## src/rtl/chacha_stream_cipher_if.sv

```systemverilog
// Plaintext-in / ciphertext-out streaming bus for chacha_stream_cipher.
// master: plaintext source plus ciphertext sink side. slave: the cipher.
interface chacha_stream_cipher_if #(
    parameter int unsigned WORD_W = 8
);
    logic [WORD_W-1:0] pt_data;
    logic              pt_valid;
    logic              pt_ready;
    logic [WORD_W-1:0] ct_data;
    logic              ct_valid;
    logic              ct_ready;

    modport master (
        output pt_data, pt_valid, ct_ready,
        input  pt_ready, ct_data, ct_valid
    );

    modport slave (
        input  pt_data, pt_valid, ct_ready,
        output pt_ready, ct_data, ct_valid
    );
endinterface

```

## src/rtl/chacha_stream_cipher.sv

```systemverilog
// Small-scale ChaCha stream encrypter: builds 16-word keystream blocks from key, nonce and
// block counter (one round per cycle), XORs plaintext words with them and advances the counter.
// Optional build macro CHACHA_KS_TAP_EN adds the ks_tap output.
module chacha_stream_cipher #(
    parameter int unsigned WORD_W  = 8,
    parameter int unsigned DROUNDS = 2,
    parameter int unsigned ROT_A   = 4,
    parameter int unsigned ROT_B   = 3,
    parameter int unsigned ROT_C   = 2,
    parameter int unsigned ROT_D   = 1
) (
    input  logic                  clk,
    input  logic                  reset,
    input  logic [8*WORD_W-1:0]   key,
    input  logic [3*WORD_W-1:0]   nonce,
    input  logic [WORD_W-1:0]     init_value,
    input  logic                  lock,
    chacha_stream_cipher_if.slave stream,
    output logic                  busy,
    output logic                  ctr_wrap
`ifdef CHACHA_KS_TAP_EN
    ,
    output logic [WORD_W-1:0]     ks_tap
`endif
);

    localparam int unsigned NROUNDS = 2 * DROUNDS;
    localparam logic [4:0]  LastRnd = 5'(NROUNDS - 1);
    localparam logic [31:0] Sigma0  = 32'h61707865;
    localparam logic [31:0] Sigma1  = 32'h3320646e;
    localparam logic [31:0] Sigma2  = 32'h79622d32;
    localparam logic [31:0] Sigma3  = 32'h6b206574;

    typedef logic [15:0][WORD_W-1:0] block_t;
    typedef logic [3:0][WORD_W-1:0]  quad_t;
    typedef enum logic [1:0] {StIdle, StGen, StAdd, StStream} state_e;

    function automatic logic [WORD_W-1:0] rotl(input logic [WORD_W-1:0] x, input int unsigned n);
        return (x << n) | (x >> (WORD_W - n));
    endfunction

    // Returns {a, b, c, d} after one quarter round.
    function automatic quad_t quarter(input logic [WORD_W-1:0] a_in, input logic [WORD_W-1:0] b_in,
                                      input logic [WORD_W-1:0] c_in, input logic [WORD_W-1:0] d_in);
        logic [WORD_W-1:0] a, b, c, d;
        a = a_in; b = b_in; c = c_in; d = d_in;
        a = a + b; d = rotl(d ^ a, ROT_A);
        c = c + d; b = rotl(b ^ c, ROT_B);
        a = a + b; d = rotl(d ^ a, ROT_C);
        c = c + d; b = rotl(b ^ c, ROT_D);
        return {a, b, c, d};
    endfunction

    function automatic block_t init_block(input logic [8*WORD_W-1:0] k,
                                          input logic [3*WORD_W-1:0] n,
                                          input logic [WORD_W-1:0]   c);
        block_t s;
        s[0] = Sigma0[WORD_W-1:0];
        s[1] = Sigma1[WORD_W-1:0];
        s[2] = Sigma2[WORD_W-1:0];
        s[3] = Sigma3[WORD_W-1:0];
        for (int i = 0; i < 8; i++) s[4+i] = k[i*WORD_W +: WORD_W];
        s[12] = c;
        for (int i = 0; i < 3; i++) s[13+i] = n[i*WORD_W +: WORD_W];
        return s;
    endfunction

    state_e              state_q, state_d;
    logic [8*WORD_W-1:0] key_q;
    logic [3*WORD_W-1:0] nonce_q;
    logic [WORD_W-1:0]   ctr_q;
    logic [WORD_W-1:0]   ctr_inc;
    block_t              work_q, ks_q;
    block_t              round_out, ks_add, cur_init, next_init;
    logic [4:0]          rnd_q;
    logic [3:0]          idx_q;
    logic [WORD_W-1:0]   ct_data_q;
    logic                ct_valid_q;
    logic                wrap_q;
    logic                pt_hs;

    // Ready follows the sink; lock wins over a same-cycle handshake, so that word is not taken.
    assign stream.pt_ready = (state_q == StStream) && (!ct_valid_q || stream.ct_ready);
    assign pt_hs           = stream.pt_valid && stream.pt_ready && !lock;
    assign stream.ct_data  = ct_data_q;
    assign stream.ct_valid = ct_valid_q;
    assign busy            = (state_q == StGen) || (state_q == StAdd);
    assign ctr_wrap        = wrap_q;
    assign ctr_inc         = ctr_q + 1'b1;

    // One round per cycle: columns on even rounds, diagonals on odd rounds.
    always_comb begin
        quad_t      q;
        logic [3:0] ia, ib, ic, id;
        round_out = work_q;
        for (int i = 0; i < 4; i++) begin
            ia = 4'(i);
            ib = 4'(4 + i);
            ic = 4'(8 + i);
            id = 4'(12 + i);
            if (rnd_q[0]) begin
                ib = 4'(4 + ((i + 1) % 4));
                ic = 4'(8 + ((i + 2) % 4));
                id = 4'(12 + ((i + 3) % 4));
            end
            q = quarter(work_q[ia], work_q[ib], work_q[ic], work_q[id]);
            round_out[ia] = q[3];
            round_out[ib] = q[2];
            round_out[ic] = q[1];
            round_out[id] = q[0];
        end
    end

    // Feed-forward of the current block and the initial state of the following block.
    always_comb begin
        cur_init  = init_block(key_q, nonce_q, ctr_q);
        next_init = init_block(key_q, nonce_q, ctr_inc);
        for (int i = 0; i < 16; i++) ks_add[i] = work_q[i] + cur_init[i];
    end

    // Next-state logic; lock restarts block generation from any state.
    always_comb begin
        state_d = state_q;
        if (lock) begin
            state_d = (NROUNDS == 0) ? StAdd : StGen;
        end else begin
            unique case (state_q)
                StIdle:   state_d = StIdle;
                StGen:    if (rnd_q == LastRnd) state_d = StAdd;
                StAdd:    state_d = StStream;
                StStream: if (pt_hs && idx_q == 4'hf) state_d = (NROUNDS == 0) ? StAdd : StGen;
                default:  state_d = StIdle;
            endcase
        end
    end

    // State register.
    always_ff @(posedge clk or posedge reset) begin
        if (reset) state_q <= StIdle;
        else       state_q <= state_d;
    end

    // Configuration, working state, keystream and output registers.
    always_ff @(posedge clk or posedge reset) begin
        if (reset) begin
            key_q      <= '0;
            nonce_q    <= '0;
            ctr_q      <= '0;
            work_q     <= '0;
            ks_q       <= '0;
            rnd_q      <= '0;
            idx_q      <= '0;
            ct_data_q  <= '0;
            ct_valid_q <= 1'b0;
            wrap_q     <= 1'b0;
`ifdef CHACHA_KS_TAP_EN
            ks_tap     <= '0;
`endif
        end else if (lock) begin
            key_q      <= key;
            nonce_q    <= nonce;
            ctr_q      <= init_value;
            work_q     <= init_block(key, nonce, init_value);
            rnd_q      <= '0;
            idx_q      <= '0;
            ct_valid_q <= 1'b0;
            wrap_q     <= 1'b0;
        end else begin
            if (state_q == StGen) begin
                work_q <= round_out;
                rnd_q  <= rnd_q + 5'd1;
            end
            if (state_q == StAdd) begin
                ks_q  <= ks_add;
                idx_q <= '0;
            end
            if (pt_hs) begin
                ct_data_q  <= stream.pt_data ^ ks_q[idx_q];
                ct_valid_q <= 1'b1;
                idx_q      <= idx_q + 4'd1;
`ifdef CHACHA_KS_TAP_EN
                ks_tap     <= ks_q[idx_q];
`endif
                if (idx_q == 4'hf) begin
                    ctr_q  <= ctr_inc;
                    work_q <= next_init;
                    rnd_q  <= '0;
                    if (&ctr_q) wrap_q <= 1'b1;
                end
            end else if (ct_valid_q && stream.ct_ready) begin
                ct_valid_q <= 1'b0;
            end
        end
    end

endmodule

```

## src/flat_wrapper.sv

```systemverilog
// flat-port wrapper written by rule: the top's interface ports become plain ports
module chacha_stream_cipher_flat 
#(
    parameter int unsigned WORD_W  = 8,
    parameter int unsigned DROUNDS = 2,
    parameter int unsigned ROT_A   = 4,
    parameter int unsigned ROT_B   = 3,
    parameter int unsigned ROT_C   = 2,
    parameter int unsigned ROT_D   = 1
)
  (clk, reset, key, nonce, init_value, lock, busy, ctr_wrap, stream_pt_data, stream_pt_valid, stream_ct_ready, stream_pt_ready, stream_ct_data, stream_ct_valid);
  chacha_stream_cipher_if #(.WORD_W(WORD_W)) stream_i ();
  input  logic clk;
  input  logic reset;
  input  logic [8*WORD_W-1:0] key;
  input  logic [3*WORD_W-1:0] nonce;
  input  logic [WORD_W-1:0] init_value;
  input  logic lock;
  output logic busy;
  output logic ctr_wrap;
  input wire logic [$bits(stream_i.pt_data)-1:0] stream_pt_data;
  input wire logic [$bits(stream_i.pt_valid)-1:0] stream_pt_valid;
  input wire logic [$bits(stream_i.ct_ready)-1:0] stream_ct_ready;
  output wire logic [$bits(stream_i.pt_ready)-1:0] stream_pt_ready;
  output wire logic [$bits(stream_i.ct_data)-1:0] stream_ct_data;
  output wire logic [$bits(stream_i.ct_valid)-1:0] stream_ct_valid;
  assign stream_i.pt_data = stream_pt_data;
  assign stream_i.pt_valid = stream_pt_valid;
  assign stream_i.ct_ready = stream_ct_ready;
  assign stream_pt_ready = stream_i.pt_ready;
  assign stream_ct_data = stream_i.ct_data;
  assign stream_ct_valid = stream_i.ct_valid;
  chacha_stream_cipher #(.WORD_W(WORD_W), .DROUNDS(DROUNDS), .ROT_A(ROT_A), .ROT_B(ROT_B), .ROT_C(ROT_C), .ROT_D(ROT_D)) u_core (.clk(clk), .reset(reset), .key(key), .nonce(nonce), .init_value(init_value), .lock(lock), .stream(stream_i), .busy(busy), .ctr_wrap(ctr_wrap));
endmodule
```

## config.mk

```make
export PLATFORM = sky130hd
export DESIGN_NAME = chacha_stream_cipher_flat
export DESIGN_NICKNAME = d
export VERILOG_FILES = /design/src/rtl/chacha_stream_cipher_if.sv /design/src/rtl/chacha_stream_cipher.sv /design/src/flat_wrapper.sv
export SDC_FILE = /design/constraint.sdc
export NUM_CORES = 2
export LEC_CHECK = 0
export CAP_MARGIN = 20
export CELL_PAD_IN_SITES_DETAIL_PLACEMENT = 0
export CELL_PAD_IN_SITES_GLOBAL_PLACEMENT = 1
export CORE_ASPECT_RATIO = 0.6
export CORE_MARGIN = 2
export CORE_UTILIZATION = 45
export CTS_BUF_LIST = sky130_fd_sc_hd__clkbuf_8 sky130_fd_sc_hd__clkbuf_16
export CTS_CLUSTER_DIAMETER = 100
export CTS_CLUSTER_SIZE = 12
export DETAILED_ROUTE_END_ITERATION = 6
export HOLD_SLACK_MARGIN = 0.08
export PLACE_DENSITY_LB_ADDON = 0.05
export SKIP_LAST_GASP = 1
export SLEW_MARGIN = 20
export SYNTH_ARGS = -nofsm -noshare
export SYNTH_HDL_FRONTEND = slang
export SYNTH_SLANG_ARGS = --single-unit
```

## constraint.sdc

```tcl
create_clock -name clk -period 14.3 [get_ports clk]
set_input_delay 1.43 -clock clk [delete_from_list [all_inputs] [get_ports clk]]
set_output_delay 1.43 -clock clk [all_outputs]
set_load 0.005 [all_outputs]
```

Word level (Yosys, flattened, before mapping) --
Cells that the tools add are included.
Operators by class: add/subtract/negate cells 35, multiply operators 0, div/mod/pow operators 0, $lt $le $gt $ge 25, equal/unequal tests 7, shifts and indexed selects 0, mux-type cells 99, bitwise operators 34, reduce and logical (&&, ||, !) cells 33
Operators with widths (number):
- $bwmux W128 | 12
- $mux W128 | 4
- $bmux W8 S4 | 13
- $demux W8 S4 | 12
- $add A8 B8 Y8 | 28
- $mux W8 | 28
- $xor A8 B8 Y8 | 17
- $lt A4 B5 Y1 const B | 12
- $ge A4 B1 Y1 const B | 12
- $or A8 B1 Y8 | 4
- $or A8 B2 Y8 | 4
- $or A8 B3 Y8 | 4
- $or A8 B4 Y8 | 4
- $add A8 B7 Y8 const B | 3
- $mux W2 | 11
- $mux W5 | 4
- $logic_and A1 B1 Y1 | 17
- $mux W4 | 3
- $mux W1 | 11
- $add A8 B1 Y8 const B | 1
- $add A8 B6 Y8 const B | 1
- $pmux W2 S4 | 1
- $reduce_and A2 Y1 | 4
- $reduce_and A8 Y1 | 1
- 16 further kinds | 22
Storage, ports and cells: flip-flop bits (word level) 373, latch bits 0, bits in writable memories 0, memory bits (read-only) 0, input port bits 109, logic and storage cells 274, memories 0

Logic depth before layout (Yosys ltp) --
word-level depth 31, gate-level depth with buffers 44

Worst setup path after synthesis --
OpenSTA, ideal clock, no wires.
path type flip-flop to flip-flop, start point reg u_core.rnd_q[0], end point reg u_core.work_q[48] (netlist bit), arrival 8.762 ns, data required time 14.214 ns, setup slack 5.452 ns, stages on the path, launching flop included 41, buffers on the path 5, cells stage by stage dfrtp_1 -> buf_6 -> buf_4 -> buf_2 -> buf_2 -> buf_2 -> mux2_2 -> ha_1 -> fa_1 -> a21o_1 -> a21oi_1 -> o21bai_1 -> a21oi_1 -> xnor2_1 -> xor2_1 -> inv_1 -> ha_1 -> nor2b_1 -> [... 5 more ...] -> o21ai_0 -> o21bai_1 -> a21o_1 -> maj3_1 -> a21oi_1 -> xnor3_1 -> xnor2_1 -> ha_1 -> a21oi_1 -> nor2b_1 -> o21ai_0 -> a21oi_1 -> o41ai_1 -> xnor3_1 -> xnor2_2 -> a211oi_1 -> mux2_2 -> nor3_1
On the way: word-level cells in the longest chain between the ends 31, elaborated cells between the ends (all ways) 160, those cells by class add/sub: 16; order compare: 24; mux: 76; bitwise: 32; reduce/logical: 12
RTL lines:
- from (decl) | RTL line chacha_stream_cipher.sv:75 | logic [4:0] rnd_q;
- from (signal assigned) | RTL line chacha_stream_cipher.sv:171 | rnd_q <= rnd_q + 5'd1;
- $mux W1 | RTL line chacha_stream_cipher.sv:101 | if (rnd_q[0]) begin
- $bmux W8 S4 | RTL line chacha_stream_cipher.sv:106 | q = quarter(work_q[ia], work_q[ib], work_q[ic], work_q[id]);
- $mux W8 (not written as such) | RTL line chacha_stream_cipher.sv:106
- $add A8 B8 Y8 | RTL line chacha_stream_cipher.sv:47 | a = a + b; d = rotl(d ^ a, ROT_A);
- $xor A8 B8 Y8 | RTL line chacha_stream_cipher.sv:47
- $or A8 B4 Y8 | RTL line chacha_stream_cipher.sv:39 | return (x << n) | (x >> (WORD_W - n));
- $add A8 B8 Y8 | RTL line chacha_stream_cipher.sv:48 | c = c + d; b = rotl(b ^ c, ROT_B);
- $xor A8 B8 Y8 | RTL line chacha_stream_cipher.sv:48
- [... 15 more ...]
- $bwmux W128 | RTL line chacha_stream_cipher.sv:110 | round_out[id] = q[0];
- $bwmux W128 | RTL line chacha_stream_cipher.sv:108 | round_out[ib] = q[2];
- $bwmux W128 | RTL line chacha_stream_cipher.sv:109 | round_out[ic] = q[1];
- $bwmux W128 (*) | RTL line chacha_stream_cipher.sv:110
- $mux W128 (*) | RTL line chacha_stream_cipher.sv:169 | if (state_q == StGen) begin
- $mux W128 | RTL line chacha_stream_cipher.sv:184 | if (idx_q == 4'hf) begin
- $mux W128 (*) | RTL line chacha_stream_cipher.sv:177 | if (pt_hs) begin
- $mux W128 (*) | RTL line chacha_stream_cipher.sv:159 | end else if (lock) begin
- to (signal assigned) | RTL line chacha_stream_cipher.sv:163 | work_q <= init_block(key, nonce, init_value);
- to (signal assigned) | RTL line chacha_stream_cipher.sv:170 | work_q <= round_out;
- to (signal assigned) | RTL line chacha_stream_cipher.sv:186 | work_q <= next_init;
- to (decl) | RTL line chacha_stream_cipher.sv:73 | block_t work_q, ks_q;
Mark *: on every way between the ends. The rest lies on a longest branch, timed or not. The select of a mux whose other input is x is not followed. A chain may end at the register's enable or synchronous reset.

Worst setup path after layout --
Same ends and word-level chain as after synthesis.

==> results.toml <==
[outcome]
status = "complete, no violations"

[yosys]
syn-num-nets = 3274
synth_top_area_frac = 0.3400
synth_edf_count = 0
yosys_warnings = 0
postSynthCellCount = 2933
syn-cell-area_um2 = 27450
synth_cell_types = 79
ys_ff_latch = 373
synth_area_leader_cell = "dfrtp_1"
synth.area.top_cells = "dfrtp_1, ha_1, xnor2_1"
async_reset_ff_frac = 1.000
postSynthAreaPerCell_um2 = 9.359
seq_area_frac_synth = 0.3400
synthFlopType = "dfrtp_1"

[sta]
layout_min_cycle_time_ns = 10.33
fmax_mhz = 96.85
worst_slew_pin_slew_ns = 1.231
setup_viol_count_final = 0
period_share = 0.7221
grt_setup_unrepaired = "false"
hold_viol = 0
report.final.slew_viol_count = 0
tns_ns = 0
slew-limit-headroom = 0.1562
clock_skew_ns = 0.02353

[detailed_routing]
drt_wl_total_um = 118800
route.vias.total = 23509
dr.pass1.iters = 6
drt_iter0_markers = 3034
route.detailed.drc = 0
wl_per_cell_um = 31.16
routed_via_density = 6.167
antenna_left = 0

[clock_tree]
clockBufferDepth = 3
cts_hold_buf = 0
cts-root-buf = "clkbuf_16"
h-tree-depth = 2
clk_pin_slew_ns = 0.07
cts_buffers = 37
cts_tree = "yes"
post_cts_resized = 0
postCtsSetupBuffers = 0
clock-sinks = 373
clock_latency_ns = 0.60

[critical_path]
critical_path_arrival_ns = 10.83
cp_common_cell = "a21oi_1"
rr_endpoint = "u_core.work_q[48]$_DFF_PP0_"
max_stage_delay_ns = 0.79
setup.worst_path.start_class = "register"
r2r-start = "u_core.rnd_q[0]$_DFF_PP0_"
cp_slowest_cell = "dfrtp_4"
cp.required_ns = 14.80
ff2ff_path_depth = 36
cp.buffers_inverters = 2
crit_path_end_kind = "register"
crit_type = "reg -> reg"
regToRegSetupSlack_ns = 3.97
path_max_fanout = 33
critPathTopFamily = "compound AO/OA/AOI/OAI gates"

[min_path]
holdPathEnd = "u_core.stream.ct_data[4]$_DFFE_PP0P_"
hp-start = "u_core.stream.ct_data[4]$_DFFE_PP0P_"
hold_class = "reg -> reg"
timing.hold.worst_path_depth = 2

[die]
die_h_um = 195.3
top_level_ports = 121
die_width_um = 322.8
coreArea_um2 = 60610
start_util = 0.4529
num_rows = 70
dieArea_um2 = 63050

[global_route]
grt_pass1_vias = 22156
grt.overflow.total = 0
gr-usage-all-layers = 0.3778
grt_max_degree = 141
grt_pass1_wl_um = 167900
antenna_found_initial = 9

[layout]
multiInputGateArea_um2 = 16870
fillers = 5714
n_antenna_cell = 0
seq_area_um2 = 9340
fin_nets = 3320
drive_gt1_frac = 0.08043
area_growth_pct = 10.80

[flow_run]
cap_violations = 0

[placement]
gp_congestion = 1.029
placement.io_buffers = 120
place_hpwl_um = 92260
[worst max-delay path by stage]
stage	startpoint	endpoint	slack, ns	cells after the start
floorplan	reset	u_core.ctr_q[0]$_DFFE_PP0P_	2.51	1
global placement	u_core.rnd_q[0]$_DFF_PP0_	u_core.work_q[63]$_DFF_PP0_	4.41	35
detailed placement	u_core.rnd_q[0]$_DFF_PP0_	u_core.work_q[48]$_DFF_PP0_	4.30	36
CTS	u_core.rnd_q[0]$_DFF_PP0_	u_core.work_q[48]$_DFF_PP0_	4.23	36
global route	u_core.rnd_q[0]$_DFF_PP0_	u_core.work_q[48]$_DFF_PP0_	3.52	36
finish	u_core.rnd_q[0]$_DFF_PP0_	u_core.work_q[48]$_DFF_PP0_	3.97	36
[sequential cells by signal (all words and copies together) (netlist names)]
signal	cells
u_core.ks_q	128
u_core.work_q	128
u_core.key_q	64
u_core.nonce_q	24
u_core.ctr_q	8
u_core.stream.ct_data	8
u_core.rnd_q	5
u_core.idx_q	4
u_core.state_q	2
u_core.ctr_wrap	1
u_core.stream.ct_valid	1
[cell usage after synthesis (3+ instances only)]
library cell  count
buf_1            21
fa_1             28
a221o_1          19
nor3_1           23
or3_1             6
clkbuf_1        109
o21ai_0         251
xor2_1          127
dfrtp_1         373
a21oi_1         184
o221ai_1          3
and2_1            6
nand2_1         292
o21bai_1         53
o21a_1            8
a221oi_1         30
o21ai_1          15
inv_2             3
o31ai_1          29
xnor2_1         230
or2_2             4
ha_1            204
nand3_1          13
buf_2            13
a21o_1           47
nor3b_1           5
o22ai_1           3
mux2_2           88
and3_1            4
inv_1           189
nor2b_1           7
mux4_2           40
nand2b_1         10
mux2i_1          90
o41ai_1           5
xnor2_2           4
o211ai_1         11
nor2_1          262
a31oi_1          14
xnor3_1          16
a2bb2oi_1         4
a211oi_1         41
[layout make-up]
type | count | share of cell area
Clock buffer | 37 | 0.03044
Clock inverter | 7 | 0.001440
Inverter | 192 | 0.02398
Multi-Input combinational cell | 2222 | 0.5548
Sequential cell | 373 | 0.3071
Tap cell | 828 | 0.03406
Timing Repair Buffer | 153 | 0.04817
[worst register-to-register path: cells and delay by family (launching register included)]
family / cells / cell delay, ns
and+or+nand+nor: 3 / 0.40
xor gates and xnor gates: 8 / 2.47
buffers and inverters: 2 / 0.68
DFF: 1 / 0.79
AOI/OAI and AO/OA: 15 / 3.13
adders and majority gates: 6 / 1.98
muxes: 2 / 0.77
[placed cells by master (no fill, tap or decap), types with 47 or more instances in the layout]
cell type,instances
a21o_1,47
a21oi_1,184
clkdlybuf4s50_1,119
dfrtp_1,370
ha_1,203
inv_1,191
mux2_2,88
mux2i_1,89
nand2_1,291
nor2_1,257
o21ai_0,251
o21bai_1,53
xnor2_1,230
xor2_1,126
[stage by stage]
step / setup WS [ns] / hold WS, ns / utilization / instances / area (µm²)
finish: 3.975 / 0.4800 / 0.5018 / 3812 / 30410
global route: 3.519 / 0.4945 / 0.5018 / 3812 / 30410
CTS: 4.231 / 0.4814 / 0.5018 / 3812 / 30410
detailed placement: 4.298 / 0.4682 / 0.4858 / 3768 / 29440
global placement: 4.412 / 0.4551 / 0.4856 / 3768 / 29430
floorplan: 2.511 / 0.4446 / - / 2933 / 27450
[logic make-up (layout without fill, tap and decap cells)]
logic type,count (synthesis),in the layout,synth area share
buf+inv,338,389,0.04736
mux,219,219,0.1022
fa+ha+maj,234,234,0.1141
simple gates,644,644,0.09586
compound gates,745,745,0.1687
xor+xnor,380,380,0.1317
flops,373,373,0.3400
[routing by layer]
layer  GRT usage  vias up  part of all wire  wire length [µm]
met4      0.1039        4             0.030              3555
met3     0.09988      159              0.11             13310
met1      0.5979    11870              0.48             56510
met5           0        -           0.00019                23
met2      0.4941     1204              0.38             45400
li1            -    10272                 -                 -
Power is not shown: default switching activity piles up to over one toggle a cycle in this logic, so the estimate is an artifact.
